File: src/rtl/igual_pkg.sv
// -----------------------------------------------------------------------------
// igual_pkg
// Shared defaults for the registered equality comparator.
//   IGUAL_WIDTH   : default operand width in bits
//   IGUAL_CNT_W   : default match counter width in bits
//   IGUAL_CNT_MAX : saturation value of the match counter at the default width
//   cnt_max()     : saturation value for an arbitrary counter width (<= 63)
// -----------------------------------------------------------------------------
package igual_pkg;

    localparam int IGUAL_WIDTH = 3;
    localparam int IGUAL_CNT_W = 8;

    localparam longint unsigned IGUAL_CNT_MAX = (64'd1 << IGUAL_CNT_W) - 64'd1;

    // All-ones value of a counter that is cnt_w bits wide.
    function automatic longint unsigned cnt_max(input int cnt_w);
        return (64'd1 << cnt_w) - 64'd1;
    endfunction

endpackage : igual_pkg

File: src/rtl/igual_core.sv
// -----------------------------------------------------------------------------
// igual_core
// Purely combinational WIDTH-bit equality test. Operands are compared
// bit-for-bit; there is no signed or magnitude interpretation.
// Ports:
//   A  : operand A (WIDTH bits)
//   B  : operand B (WIDTH bits)
//   eq : 1 when every bit of A matches the corresponding bit of B
// -----------------------------------------------------------------------------
module igual_core
    import igual_pkg::*;
#(
    parameter int WIDTH = IGUAL_WIDTH
) (
    input  logic [WIDTH-1:0] A,
    input  logic [WIDTH-1:0] B,
    output logic             eq
);

    // XNOR marks each agreeing bit position; the AND-reduction requires all.
    assign eq = &(A ~^ B);

endmodule : igual_core

File: src/rtl/igual_comparador.sv
// -----------------------------------------------------------------------------
// igual_comparador
// Registered equality comparator with a sticky mismatch flag and a saturating
// match counter. One compare per enabled clock edge, one cycle of latency.
// Ports:
//   clk         : clock, all state updates on the rising edge
//   rst_n       : synchronous active-low reset (overrides en and clr)
//   en          : compare strobe; A and B are sampled only when en = 1
//   A, B        : unsigned operands (WIDTH bits)
//   clr         : synchronous clear of mismatch and match_count
//   F           : registered equality result (1 = A == B), held while en = 0
//   F_valid     : en delayed by one cycle; F is fresh when this is 1
//   mismatch    : sticky, set by any enabled compare with A != B
//   match_count : saturating count of enabled compares with A == B
// -----------------------------------------------------------------------------
module igual_comparador
    import igual_pkg::*;
#(
    parameter int WIDTH = IGUAL_WIDTH,
    parameter int CNT_W = IGUAL_CNT_W
) (
    input  logic             clk,
    input  logic             rst_n,
    input  logic             en,
    input  logic [WIDTH-1:0] A,
    input  logic [WIDTH-1:0] B,
    input  logic             clr,
    output logic             F,
    output logic             F_valid,
    output logic             mismatch,
    output logic [CNT_W-1:0] match_count
);

    localparam logic [CNT_W-1:0] CNT_MAX = '1;

    logic             eq;
    logic [CNT_W-1:0] cnt_base;
    logic [CNT_W-1:0] cnt_next;
    logic             mismatch_next;

    igual_core #(
        .WIDTH (WIDTH)
    ) u_core (
        .A  (A),
        .B  (B),
        .eq (eq)
    );

    // Clear is applied before the compare of the same cycle, so a combined
    // clr+en leaves only the effect of the current compare.
    // NOTE: every signal assigned here gets a default first, so no path can
    // leave it unassigned and infer a latch.
    always_comb begin
        cnt_base      = clr ? '0 : match_count;
        cnt_next      = cnt_base;
        mismatch_next = clr ? 1'b0 : mismatch;
        if (en) begin
            if (eq) begin
                if (cnt_base != CNT_MAX) begin
                    cnt_next = cnt_base + CNT_W'(1);
                end
            end else begin
                mismatch_next = 1'b1;
            end
        end
    end

    // NOTE: state is updated with non-blocking assignments so every register
    // samples pre-edge values regardless of statement order.
    always_ff @(posedge clk) begin
        if (!rst_n) begin
            F           <= 1'b0;
            F_valid     <= 1'b0;
            mismatch    <= 1'b0;
            match_count <= '0;
        end else begin
            F_valid     <= en;
            mismatch    <= mismatch_next;
            match_count <= cnt_next;
            if (en) begin
                F <= eq;
            end
        end
    end

endmodule : igual_comparador

File: config.mk
export PLATFORM = sky130hd
export DESIGN_NAME = igual_comparador
export DESIGN_NICKNAME = d
export VERILOG_FILES = /design/src/rtl/igual_pkg.sv /design/src/rtl/igual_core.sv /design/src/rtl/igual_comparador.sv
export SDC_FILE = /design/constraint.sdc
export NUM_CORES = 1
export LEC_CHECK = 0
export ABC_AREA = 1
export ABC_CLOCK_PERIOD_IN_PS = 1570
export CORE_AREA = 2 2 39 41
export DETAILED_ROUTE_END_ITERATION = 12
export DIE_AREA = 0 0 41 43
export DONT_BUFFER_PORTS = 1
export PLACE_DENSITY = 0.64
export SYNTH_ARGS = -nofsm -noshare
export SYNTH_HDL_FRONTEND = slang
export SYNTH_SLANG_ARGS = --single-unit
File: constraint.sdc
create_clock -name clk -period 1.57 [get_ports clk]
set_clock_uncertainty 0.2 [all_clocks]
set_input_delay 0 -clock clk [delete_from_list [all_inputs] [get_ports clk]]
set_output_delay 0 -clock clk [all_outputs]
set_load 0.05 [all_outputs]
Word-level counts from Yosys, hierarchy flattened
Index checks and enable logic that the tools add are counted.
{"block": "word_totals", "reg_bits": 11, "latch_bits": 0, "mem_bits_rw": 0, "rom_bits": 0, "elab_cells": 15, "memories": 0}
{"block": "classes", "addsub": 1, "n_mul": 0, "div": 0, "n_lt_le_gt_ge": 0, "n_eq_ne": 1, "n_shift": 0, "mux": 7, "bitwise_logic": 1, "reduce_logical": 1}
{"operator": "$mux W8", "n": 4}
{"operator": "$add A8 B1 Y8 const B", "n": 1}
{"operator": "$ne A8 B8 Y1 const B", "n": 1}
{"operator": "$mux W1", "n": 3}
{"operator": "$reduce_and A3 Y1", "n": 1}
{"operator": "$xnor A3 B3 Y3", "n": 1}

Longest topological paths before layout
{"block": "logic_depth", "ltp_word": 5, "depth_mapped": 9, "mapped_depth_nobuf": 9}

Modules after synthesis
Synthesis repeated with hierarchy kept, for this count alone.
{"block": "hier_totals", "hier_cells": 94, "hier_area_um2": 704.4}
{"module": "igual_comparador", "instances": 1, "cells_per_inst": 81, "area_each_um2": 648.1}
{"module": "igual_core", "instances": 1, "cells_per_inst": 13, "area_each_um2": 56.3}

Worst setup path after synthesis
OpenSTA, ideal clock, no wires.
{"block": "synth_timing", "path_kind": "register -> register", "from": "reg match_count[4]", "to": "reg match_count[2]", "setup_ps": 111, "arrival_ps": 1435, "t_required_ps": 1259, "setup_slack_ps": -177, "stages_incl_launch_ff": 8, "path_buffers": 0, "period_less_slack_ps": 1747, "cell_sequence": "dfxtp_1 > nand2_1 > nor2_1 > nand3_4 > nand2_1 > nor2_1 > nor2_1 > nor2_1"}
{"block": "synth_between", "elab_chain_len": 5}
{"element": "from (decl)", "line_no": "igual_comparador.sv:31", "source": "output logic [CNT_W-1:0] match_count"}
{"element": "from (signal assigned)", "line_no": "igual_comparador.sv:79", "source": "match_count <= cnt_next;"}
{"element": "$mux W8", "line_no": "igual_comparador.sv:54", "source": "cnt_base = clr ? '0 : match_count;"}
{"element": "$ne A8 B8 Y1", "line_no": "igual_comparador.sv:59", "source": "if (cnt_base != CNT_MAX) begin"}
{"element": "$mux W8", "line_no": "igual_comparador.sv:59"}
{"element": "$mux W8", "line_no": "igual_comparador.sv:58", "source": "if (eq) begin"}
{"element": "$mux W8", "line_no": "igual_comparador.sv:57", "source": "if (en) begin"}
Every way passes these cells.
A chain may end at the register's enable or synchronous reset.

Final worst setup path
{"block": "layout_timing", "from": "in B[2]", "to": "reg match_count[6]"}
{"block": "layout_between", "elab_chain_len": 4}
{"element": "from (decl)", "line_no": "igual_comparador.sv:26", "source": "input logic [WIDTH-1:0] B,"}
{"element": "$xnor A3 B3 Y3", "line_no": "igual_core.sv:21", "source": "assign eq = &(A ~^ B);"}
{"element": "$reduce_and A3 Y1", "line_no": "igual_core.sv:21"}
{"element": "$mux W8", "line_no": "igual_comparador.sv:58"}
{"element": "$mux W8", "line_no": "igual_comparador.sv:57"}
Every way passes these cells.

==> metrics <==
outcome finished clean; DRC viols 0; Final period util 0.9365; critical path arrival 1.43 ns; Post-DP Area 762.0 µm²; Num CTS Buffers 3; vias in the first global route 592; Synth Area per Inst 7.140 µm²; # setup viols final 0; routed vias/inst 5.030; Chip Width 41 µm; Hold Crit Depth 4; worst slew pin tran 0.4774 ns; Synth Instances 92; most frequent cells in the layout nand2_1 (26), inv_1 (13), buf_4 (13); via count 674; maximum vdd drop 535.0 µV; # IOs 21; drt first pass iters 4; Root Buffer clkbuf_4; Cell Rows 14; critical path data required time 1.53 ns; Wirelength per Cell 11.13 µm; final hold vios 0; pwr dens 639.7 nW/µm²; Setup CP Type in2reg; die area 1763 µm²; max-cap violations 0; dpl ws 0.2086 ns; syn nets 102; gr usage total 0.2010; starting density of the core 0.4747; cell taking the most area after synthesis dfxtp_1; H-tree depth 1; Final nets 129; cell area after layout 910.9 µm²; post-route minimum period 1.470 ns; final wirelength 1491 µm; largest net degree at the start of global routing 9; Max FO, Critical Path 6; worst-case clock buffer depth 2; r2r startpoint match_count[0]$_SDFF_PN0_; area fraction of the dominant cell type after synthesis 0.3352; Synth Register Bits 11; Clk Latency, worst-skew pair 0.27 ns; drt initial violations 15; WHS 0.05818 ns; main area contributors after synthesis dfxtp_1 (34%), nand2_1 (15%), inv_1 (7.4%); Leak 0.4612 nW; Distinct cells, synth 27; antenna violations before repair 0; Reg-to-Reg End match_count[6]$_SDFF_PN0_; Hold Crit Class in2reg; worst setup margin 0.09974 ns; FMAX 680.2 MHz; CP Capture Type register; fin util 0.6582; Hold Crit Start clr; RSZ-0062 raised after global routing yes; dpl hpwl 1081 µm; Synth Cell Area 656.9 µm²; post-synthesis sequential area ratio 0.3352; core area 1384 µm²; CTS tree done; clock slew at reported path FFs 0.07 ns; Worst setup SP type primary input; GP Congestion 0.7926; reg2reg setup slack 0.14 ns; R2R depth 7; first-pass GRT wire length 2421 µm; area grow syn2layout 38.67%; Worst Hold End match_count[2]$_SDFF_PN0_; CTS sink cnt 11; max-slew violations 0; ant diodes 0; global route total overflow 0; Fill cells 136; most common cell after layout, fill and taps aside nand2_1; Rel. slew slack 0.6813; proportion of layout cells with a drive suffix above 1 0.3136; IO Port Bufs 0; Die Y 43 µm; Ys Warns 0; Final ANT Viol Nets 0
-- metrics by stage --
step	cells	setup TNS, ns	total power [W]
2_1_floorplan	92	0	0.0003465
3_3_place_gp	118	0	0.0003587
3_5_place_dp	118	0	0.0003595
4_1_cts	131	0	0.0005788
5_1_grt	134	-0.06899	0.0006042
6_report	134	0	0.0005827
-- repair_timing --
action / 4_1_cts / 5_1_grt
setup endpoints to repair: 0 / 5
resized for setup: 0 / 2
hold buffers: 9 / 0
endpoints found under the hold margin: 11 / 0
setup buffers: 0 / 3
-- how the worst max path moves through the flow --
stage | endpoint | slack (ns) | cells past startpoint | start
2_1_floorplan | match_count[2]$_SDFF_PN0_ | 0.05 | 7 | match_count[4]$_SDFF_PN0_
3_3_place_gp | match_count[6]$_SDFF_PN0_ | 0.22 | 7 | match_count[0]$_SDFF_PN0_
3_5_place_dp | match_count[6]$_SDFF_PN0_ | 0.21 | 7 | match_count[0]$_SDFF_PN0_
4_1_cts | match_count[6]$_SDFF_PN0_ | 0.05 | 9 | clr
5_1_grt | match_count[2]$_SDFF_PN0_ | -0.04 | 10 | B[0]
6_report | match_count[6]$_SDFF_PN0_ | 0.1 | 8 | B[2]
-- layer usage --
| layer | wire length [µm] | vias to the layer above | GRT usage |
|---|---|---|---|
| met5 | 0 | - | 0 |
| met4 | 21 | 0 | 0.1000 |
| met3 | 99 | 2 | 0.04712 |
| met2 | 727 | 18 | 0.2781 |
| met1 | 643 | 306 | 0.2820 |
| li1 | - | 348 | - |
-- power breakdown --
group / internal [W] / switching [W] / total [W]
logic: 0.0000385 / 0.0000543 / 0.0000928
clock network: 0.0000985 / 0.0000992 / 0.000198
registers: 0.000284 / 0.00000793 / 0.000292
-- registers in the layout, indices dropped and copies added (netlist names) --
name         flops
F_valid          1
match_count      8
mismatch         1
F                1
-- area by class of cell --
cell class	instances	area (µm²)	area share
clock buffer	4	26.28	0.02885
inverter	16	62.56	0.06868
sequential	11	230.2	0.2527
tap	16	20.02	0.02198
timing repair buffer	22	190.2	0.2088
multi-input combinational	65	381.6	0.4190
-- synthesized netlist by cell type, drive strengths merged --
master and n:
nand2 28, inv 15, nor2 13, dfxtp 11, nand3 7, a21oi 4
nand4 3, o21ai 3, nor3 2, a22oi 1, a31oi 1, clkinv 1
o211ai 1, o21bai 1, xnor2 1
-- worst max-delay path: stages --
cell	delay [ns]
dlygate4sd3_1	0.57
xnor2_2	0.19
nand3_2	0.14
nor2_4	0.21
buf_4	0.14
nand3_1	0.07
nand2_1	0.07
nor2_1	0.04
-- logic make-up after synthesis --
family	synth area share
AND/OR/NAND/NOR	0.4590
buffers and inverters	0.09524
AO/OA/AOI/OAI	0.09716
flip-flops	0.3352
XOR/XNOR	0.01334
Power figures use the tool's default switching activity.
